**config.mk**
```make
export PLATFORM = sky130hd
export DESIGN_NAME = seq_mul16
export DESIGN_NICKNAME = d
export VERILOG_FILES = /design/src/rtl/seq_mul16.sv
export SDC_FILE = /design/constraint.sdc
export NUM_CORES = 1
export LEC_CHECK = 0
export CAP_MARGIN = 40
export CORE_AREA = 2 2 108 110
export CTS_CLUSTER_DIAMETER = 80
export DETAILED_ROUTE_END_ITERATION = 10
export DIE_AREA = 0 0 110 112
export PLACE_DENSITY_LB_ADDON = 0.12
export SLEW_MARGIN = 20
export SYNTH_ARGS = -nofsm -noshare
export SYNTH_HDL_FRONTEND = slang
export SYNTH_SLANG_ARGS = --single-unit
```
**constraint.sdc**
```tcl
create_clock -name clk -period 3.6 [get_ports clk]
set_input_delay 1.08 -clock clk [delete_from_list [all_inputs] [get_ports clk]]
set_output_delay 1.08 -clock clk [all_outputs]
set_load 0.005 [all_outputs]
```
**src/rtl/seq_mul16.sv**
```systemverilog
// seq_mul16 -- sequential shift-add unsigned multiplier, one product bit per cycle.
//
// An operand pair is accepted in IDLE, iterated for N cycles in BUSY, and the
// 2N-bit product is presented in DONE until the consumer takes it. Only one
// operation is in flight at a time.
//
// Ports:
//   clk        clock, all state updates on its rising edge
//   rst        asynchronous, active-high reset
//   in_valid   operand pair a/b is valid
//   in_ready   block can accept an operand pair (IDLE)
//   a, b       unsigned multiplicand / multiplier, N bits
//   out_valid  p holds a finished product (DONE)
//   out_ready  consumer takes p
//   p          unsigned product a*b, 2N bits
//   busy       an iteration is in progress (BUSY)
//
// Configuration macro:
//   SEQ_MUL16_ZERO_BYPASS_EN  when defined, an accepted pair with a zero operand
//                             goes straight to DONE with p = 0.

module seq_mul16 #(
  parameter int unsigned N = 16
) (
  input  logic             clk,
  input  logic             rst,
  input  logic             in_valid,
  output logic             in_ready,
  input  logic [N-1:0]     a,
  input  logic [N-1:0]     b,
  output logic             out_valid,
  input  logic             out_ready,
  output logic [2*N-1:0]   p,
  output logic             busy
);

  // Counter holds 0..N without wrapping.
  localparam int unsigned CW = $clog2(N) + 1;
  localparam logic [CW-1:0] LAST_STEP = CW'(N - 1);

  typedef enum logic [1:0] {
    IDLE = 2'd0,
    BUSY = 2'd1,
    DONE = 2'd2
  } state_t;

  state_t          state;
  state_t          state_next;

  logic [N-1:0]    mcand;
  logic [N-1:0]    hi;
  logic [N-1:0]    lo;
  logic [CW-1:0]   cnt;

  logic            accept;
  logic            zero_op;
  logic [N:0]      sum;

  // Handshake qualifiers; acceptance is decided from the state register only.
  assign accept = in_valid && (state == IDLE);

`ifdef SEQ_MUL16_ZERO_BYPASS_EN
  assign zero_op = (a == '0) || (b == '0);
`else
  assign zero_op = 1'b0;
`endif

  // Partial-product add: the carry bit is kept as the new top bit of hi.
  assign sum = {1'b0, hi} + {1'b0, mcand & {N{lo[0]}}};

  // State register.
  always_ff @(posedge clk or posedge rst) begin
    if (rst) begin
      state <= IDLE;
    end else begin
      state <= state_next;
    end
  end

  // Next-state logic.
  always_comb begin
    state_next = state;
    case (state)
      IDLE: begin
        if (accept) begin
          state_next = zero_op ? DONE : BUSY;
        end
      end
      BUSY: begin
        if (cnt == LAST_STEP) begin
          state_next = DONE;
        end
      end
      DONE: begin
        if (out_ready) begin
          state_next = IDLE;
        end
      end
      default: begin
        state_next = IDLE;
      end
    endcase
  end

  // Status outputs registered from the next state so they track the state register exactly.
  always_ff @(posedge clk or posedge rst) begin
    if (rst) begin
      in_ready  <= 1'b1;
      busy      <= 1'b0;
      out_valid <= 1'b0;
    end else begin
      in_ready  <= (state_next == IDLE);
      busy      <= (state_next == BUSY);
      out_valid <= (state_next == DONE);
    end
  end

  // Datapath: load on acceptance, one shift-add step per BUSY cycle, hold otherwise.
  always_ff @(posedge clk or posedge rst) begin
    if (rst) begin
      mcand <= '0;
      hi    <= '0;
      lo    <= '0;
      cnt   <= '0;
    end else if (accept) begin
      mcand <= a;
      hi    <= '0;
      // A bypassed zero operand must leave the product register at zero.
      lo    <= zero_op ? '0 : b;
      cnt   <= '0;
    end else if (state == BUSY) begin
      {hi, lo} <= {sum, lo[N-1:1]};
      cnt      <= cnt + CW'(1);
    end
  end

  // Product is the accumulator pair itself; it only moves while BUSY, so it is stable in DONE.
  assign p = {hi, lo};

  // Product and valid must not change while a presented result waits for the consumer.
  property p_hold_stable;
    @(posedge clk) disable iff (rst)
      (out_valid && !out_ready) |=> (out_valid && $stable(p));
  endproperty
  a_hold_stable : assert property (p_hold_stable);

  // The iteration counter never exceeds N.
  property p_cnt_range;
    @(posedge clk) disable iff (rst)
      cnt <= CW'(N);
  endproperty
  a_cnt_range : assert property (p_cnt_range);

  // Exactly one status output is high at a time.
  property p_onehot_status;
    @(posedge clk) disable iff (rst)
      $onehot({in_ready, busy, out_valid});
  endproperty
  a_onehot_status : assert property (p_onehot_status);

endmodule

```
# --- Word level (Yosys, flattened, before mapping) ---
# Cells that the tools add are included.
totals:
  out_inout_bits: 35
  in_bits: 36
  ff_bits: 58
  wordCells: 30
classes:
  bitwise: 1
  mux: 10
  n_reduce_logical: 4
  eq_ne: 5
  addsub: 2
ops:
  columns: ["cell", "count"]
  rows:
  - ["$mux 16", 4]
  - ["$add 16x16->17", 1]
  - ["$and 16x16->16", 1]
  - ["$mux 5", 2]
  - ["$mux 2", 3]
  - ["$pmux 2 s3", 1]
  - ["$add 5x1->5 const B", 1]
  - ["$eq 5x4->1 const B", 1]
  - ["$eq 2x1->1 const B", 2]
  - ["$eq 2x2->1 const B", 2]
  - ["$logic_not 2->1", 2]
  - ["$reduce_bool 2->1", 1]
  - ["$logic_and 1x1->1", 1]

# --- Depth between registers and ports, before layout ---
depth:
  word_depth: 5
  ltp_mapped: 11

# --- Least setup slack after synthesis ---
# OpenSTA, ideal clock, no wires.
synth_path:
  kind: "register to register"
  from: "register lo[0]"
  to: "register hi[11]"
  stages_incl_launch_ff: 12
  path_buffers: 1
  period_less_slack_ns: 2.469
  setup_slack_ns: 1.131
  arrival_time_ns: 2.348
  t_required_ns: 3.478
  setup_time_ns: 0.122
  cell_sequence: "dfrtp_1 -> clkbuf_1 -> and2_1 -> ha_1 -> inv_1 -> fa_1 -> nor2b_1 -> o211ai_1 -> a21oi_2 -> and3_4 -> o21ai_0 -> a32o_1"
synth_via:
  elab_chain_cells: 4
synth_lines:
  columns: ["element", "line_no", "rtl"]
  rows:
  - ["start, declared", "52", "logic [N-1:0] lo;"]
  - ["start signal, assigned", "129", "lo <= zero_op ? '0 : b;"]
  - ["start signal, assigned", "132", "{hi, lo} <= {sum, lo[N-1:1]};"]
  - ["$and 16x16->16", "69", "assign sum = {1'b0, hi} + {1'b0, mcand & {N{lo[0]}}};"]
  - ["$add 16x16->17", "69", null]
  - ["$mux 16", "131", "end else if (state == BUSY) begin"]
  - ["$mux 16", "125", "end else if (accept) begin"]
  - ["end signal, assigned", "132", null]
  - ["end, declared", "51", "logic [N-1:0] hi;"]
# No other way between the ends. The select of a mux whose other input is x is not followed.
# A chain may end at the register's enable or synchronous reset.

# --- Worst setup path after layout ---
# Same ends and word-level chain as after synthesis.

==> results.py <==
metrics = {
    "placed_design": {
        "io_buffers": 70,
        "dp_cells": 541,
        "dpl_cell_area_sq_um": 4190,
        "gp_congestion": 0.817,
        "hpwlAfterDp_um": 6010,
    },
    "yosys": {
        "synth.area.mux_share_pct": 5.48,
        "synth_compound_area_share_pct": 17.9,
        "postSynth.asyncResetShare_pct": 100,
        "synth_edf_count": 0,
        "synth_top_area_share_pct": 43.4,
        "synth_area_leaders": "dfrtp_1 43%, ha_1 6.8%, o21ai_0 4.6%",
        "synthTopCellsByCount": "57 x dfrtp_1, 39 x nand2_1, 30 x o21ai_0",
        "synth_fp_nets": 395,
        "synthXorXnorAreaFrac_pct": 2.66,
        "ys_seq_area_share_pct": 44.2,
        "syn_area_per_cell_sq_um": 9.67,
        "yosysTopAreaCell": "dfrtp_1",
        "synth_top_family_by_area": "simple AND/OR/NAND/NOR gates",
        "synth_cell_types": 48,
        "ys_ff_latch": 58,
        "synth-adder-area-share_pct": 7.46,
        "synth_warnings": 0,
        "synthSimpleGateAreaFrac_pct": 18.9,
        "synth_flop_cell": "dfrtp_1",
        "syn_area_sq_um": 3290,
        "yosysMostFrequentCell": "dfrtp_1",
        "synth_cells": 340,
    },
    "cts": {
        "postCtsSetupBuffers": 0,
        "cts.sinks": 58,
        "cts_max_path_buffers": 2,
        "hold_buffers": 0,
        "cts_resized": 0,
        "clk_latency_ps": 330,
        "htreeDepth": 3,
        "root_buffer": "clkbuf_16",
        "numCtsBuffers": 9,
        "cts_tree": "built",
        "clkTransAtPathRegs_ps": 50,
    },
    "power": {
        "swShare_pct": 37.6,
        "power_frac_clock_pct": 20.1,
        "p_total_w": 0.00388,
        "seqPwrFrac_pct": 31.8,
        "p_sw_w": 0.00146,
        "power_density_nw_per_um2": 870,
        "combPwrFrac_pct": 48.1,
        "leakagePower_nw": 1.96,
        "ir_worst_vdd_uv": 280,
        "p_int_w": 0.00242,
    },
    "global_route": {
        "grt_overflow": 0,
        "grt_max_degree": 34,
        "grt_pass1_vias": 2786,
        "grtUsageTotal_pct": 14.5,
        "antenna_found_initial": 0,
        "grt_pass1_wl_um": 13700,
    },
    "worst_hold_path": {
        "hold_path.class": "flop to flop",
    },
    "route": {
        "wl_per_cell_um": 15.2,
        "drt-initial-drc-count": 91,
        "drc": 0,
        "ant_nets": 0,
        "first_pass_iters": 4,
        "via_per_inst": 4.82,
        "drt-total-wl_um": 8450,
        "num_vias": 2687,
    },
    "floorplan": {
        "rows": 39,
        "die_y_um": 112,
        "ioPinCount": 71,
        "design.core.area_sq_um": 11200,
        "initial_core_util_pct": 29.4,
        "dieArea_sq_um": 12300,
        "die_w_um": 110,
    },
    "cells_and_area": {
        "stdcell_count": 557,
        "areaGrowthSynthToFinish_pct": 35.5,
        "antennaDiodeCount": 0,
        "layout-drive-gt1-share_pct": 9.90,
        "fin_nets": 464,
        "stdcell_area_sq_um": 4460,
        "fillers": 1148,
    },
    "sta": {
        "period_needed_ps": 2770,
        "setup_tns_ps": 0,
        "post-route-period-util_pct": 76.9,
        "hold_viol_final": 0,
        "timing.fmax_mhz": 361,
        "grt_setup_unrepaired": "no",
        "tightest_slew_ps": 740,
        "relSlewSlack_pct": 50.6,
        "setup_viol": 0,
        "slew_viol_final": 0,
        "whs_ps": 473,
        "skew_ps": 5.71,
    },
    "worst_setup_path": {
        "required_ps": 3810,
        "cp_max_fo": 18,
        "crit_path_start_kind": "flop",
        "worstPathArrival_ps": 2980,
        "crit_type": "flop to flop",
        "cp-end-kind": "flop",
    },
    "run": {
        "drv_cap": 0,
    },
    "status": {
        "status": "finished, final reports clean",
    },
}
power groups by stage:
| stage | Sequential [W] | Combinational [W] | Clock [W] |
|---|---|---|---|
| final | 0.00123 | 0.00187 | 0.000780 |
| after global placement | 0.00128 | 0.00181 | 0 |
| after floorplan | 0.00116 | 0.00118 | 0 |
| after global routing | 0.00128 | 0.00209 | 0.000838 |
| after detailed placement | 0.00124 | 0.00188 | 0 |
| after CTS | 0.00124 | 0.00190 | 0.000797 |
per-stage QoR:
stage                     setup WS [ps]  util (%)
final                               830      39.9
after detailed placement            802      37.5
after CTS                           794      39.9
after global placement              853      37.2
after global routing                588      39.9
after floorplan                    1090         -
worst max-delay path: stages (launching register included):
cell      delay (ps)
dfrtp_1          670
and2_1           210
ha_1             160
inv_1             50
fa_1             400
nor2b_1          180
o211ai_1         140
a21oi_2          270
and3_4           230
o21ai_0           80
a32o_1           270
layout make-up:
cell class                      instances  area (sq um)  area share [%]
Tap cell                              143           179            4.01
Inverter                               11          41.3           0.926
Sequential cell                        58          1450            32.6
Multi-Input combinational cell        253          1730            38.9
Clock inverter                          5          30.0           0.674
Timing Repair Buffer                   76           778            17.5
Clock buffer                           11           243            5.44
placed cells by master (no fill, tap or decap), types with 6 or more instances in the layout:
cell	Yosys	routed
and3b_1	16	16
clkdlybuf4s50_1	0	70
nor2_1	14	14
and3_1	6	6
nand2_1	39	39
clkbuf_16	0	9
dfrtp_1	57	57
mux2_2	11	11
o21ai_0	30	30
inv_1	10	9
and2_1	16	16
ha_1	18	18
a21oi_1	26	26
xor2_1	6	6
sequential cells by signal (all words and copies together) (netlist names):
register and flops:
busy 1, cnt 5, hi 16, in_ready 1
lo 16, mcand 16, out_valid 1, state 2
routing by layer:
metal	GRT usage, %	wire (um)
met5	0	0
met4	5.40	104
met3	3.63	504
met2	23.1	3980
met1	18.8	3860
path summary, 6_finish.rpt:
path / depth (start not counted) / slack (ps) / startpoint / to
max in group asynchronous: 3 / 1860 / rst / hi[14]
worst min register to register: 1 / 470 / mcand[8] / mcand[8]
worst max-delay path: 10 / 830 / lo[0] / hi[11]
min in group asynchronous: 2 / 1140 / rst / lo[6]
worst max register to register: 10 / 830 / lo[0] / hi[11]
worst min-delay path: 1 / 470 / mcand[8] / mcand[8]
kinds of logic after synthesis:
| family | count (synthesis) |
|---|---|
| buffers and inverters | 29 |
| and+or+nand+nor | 114 |
| AOI/OAI and AO/OA | 94 |
| xor gates and xnor gates | 10 |
| DFF | 58 |
| muxes | 16 |
| adders and majority gates | 19 |
No activity file was read; power rests on OpenSTA's default activity.
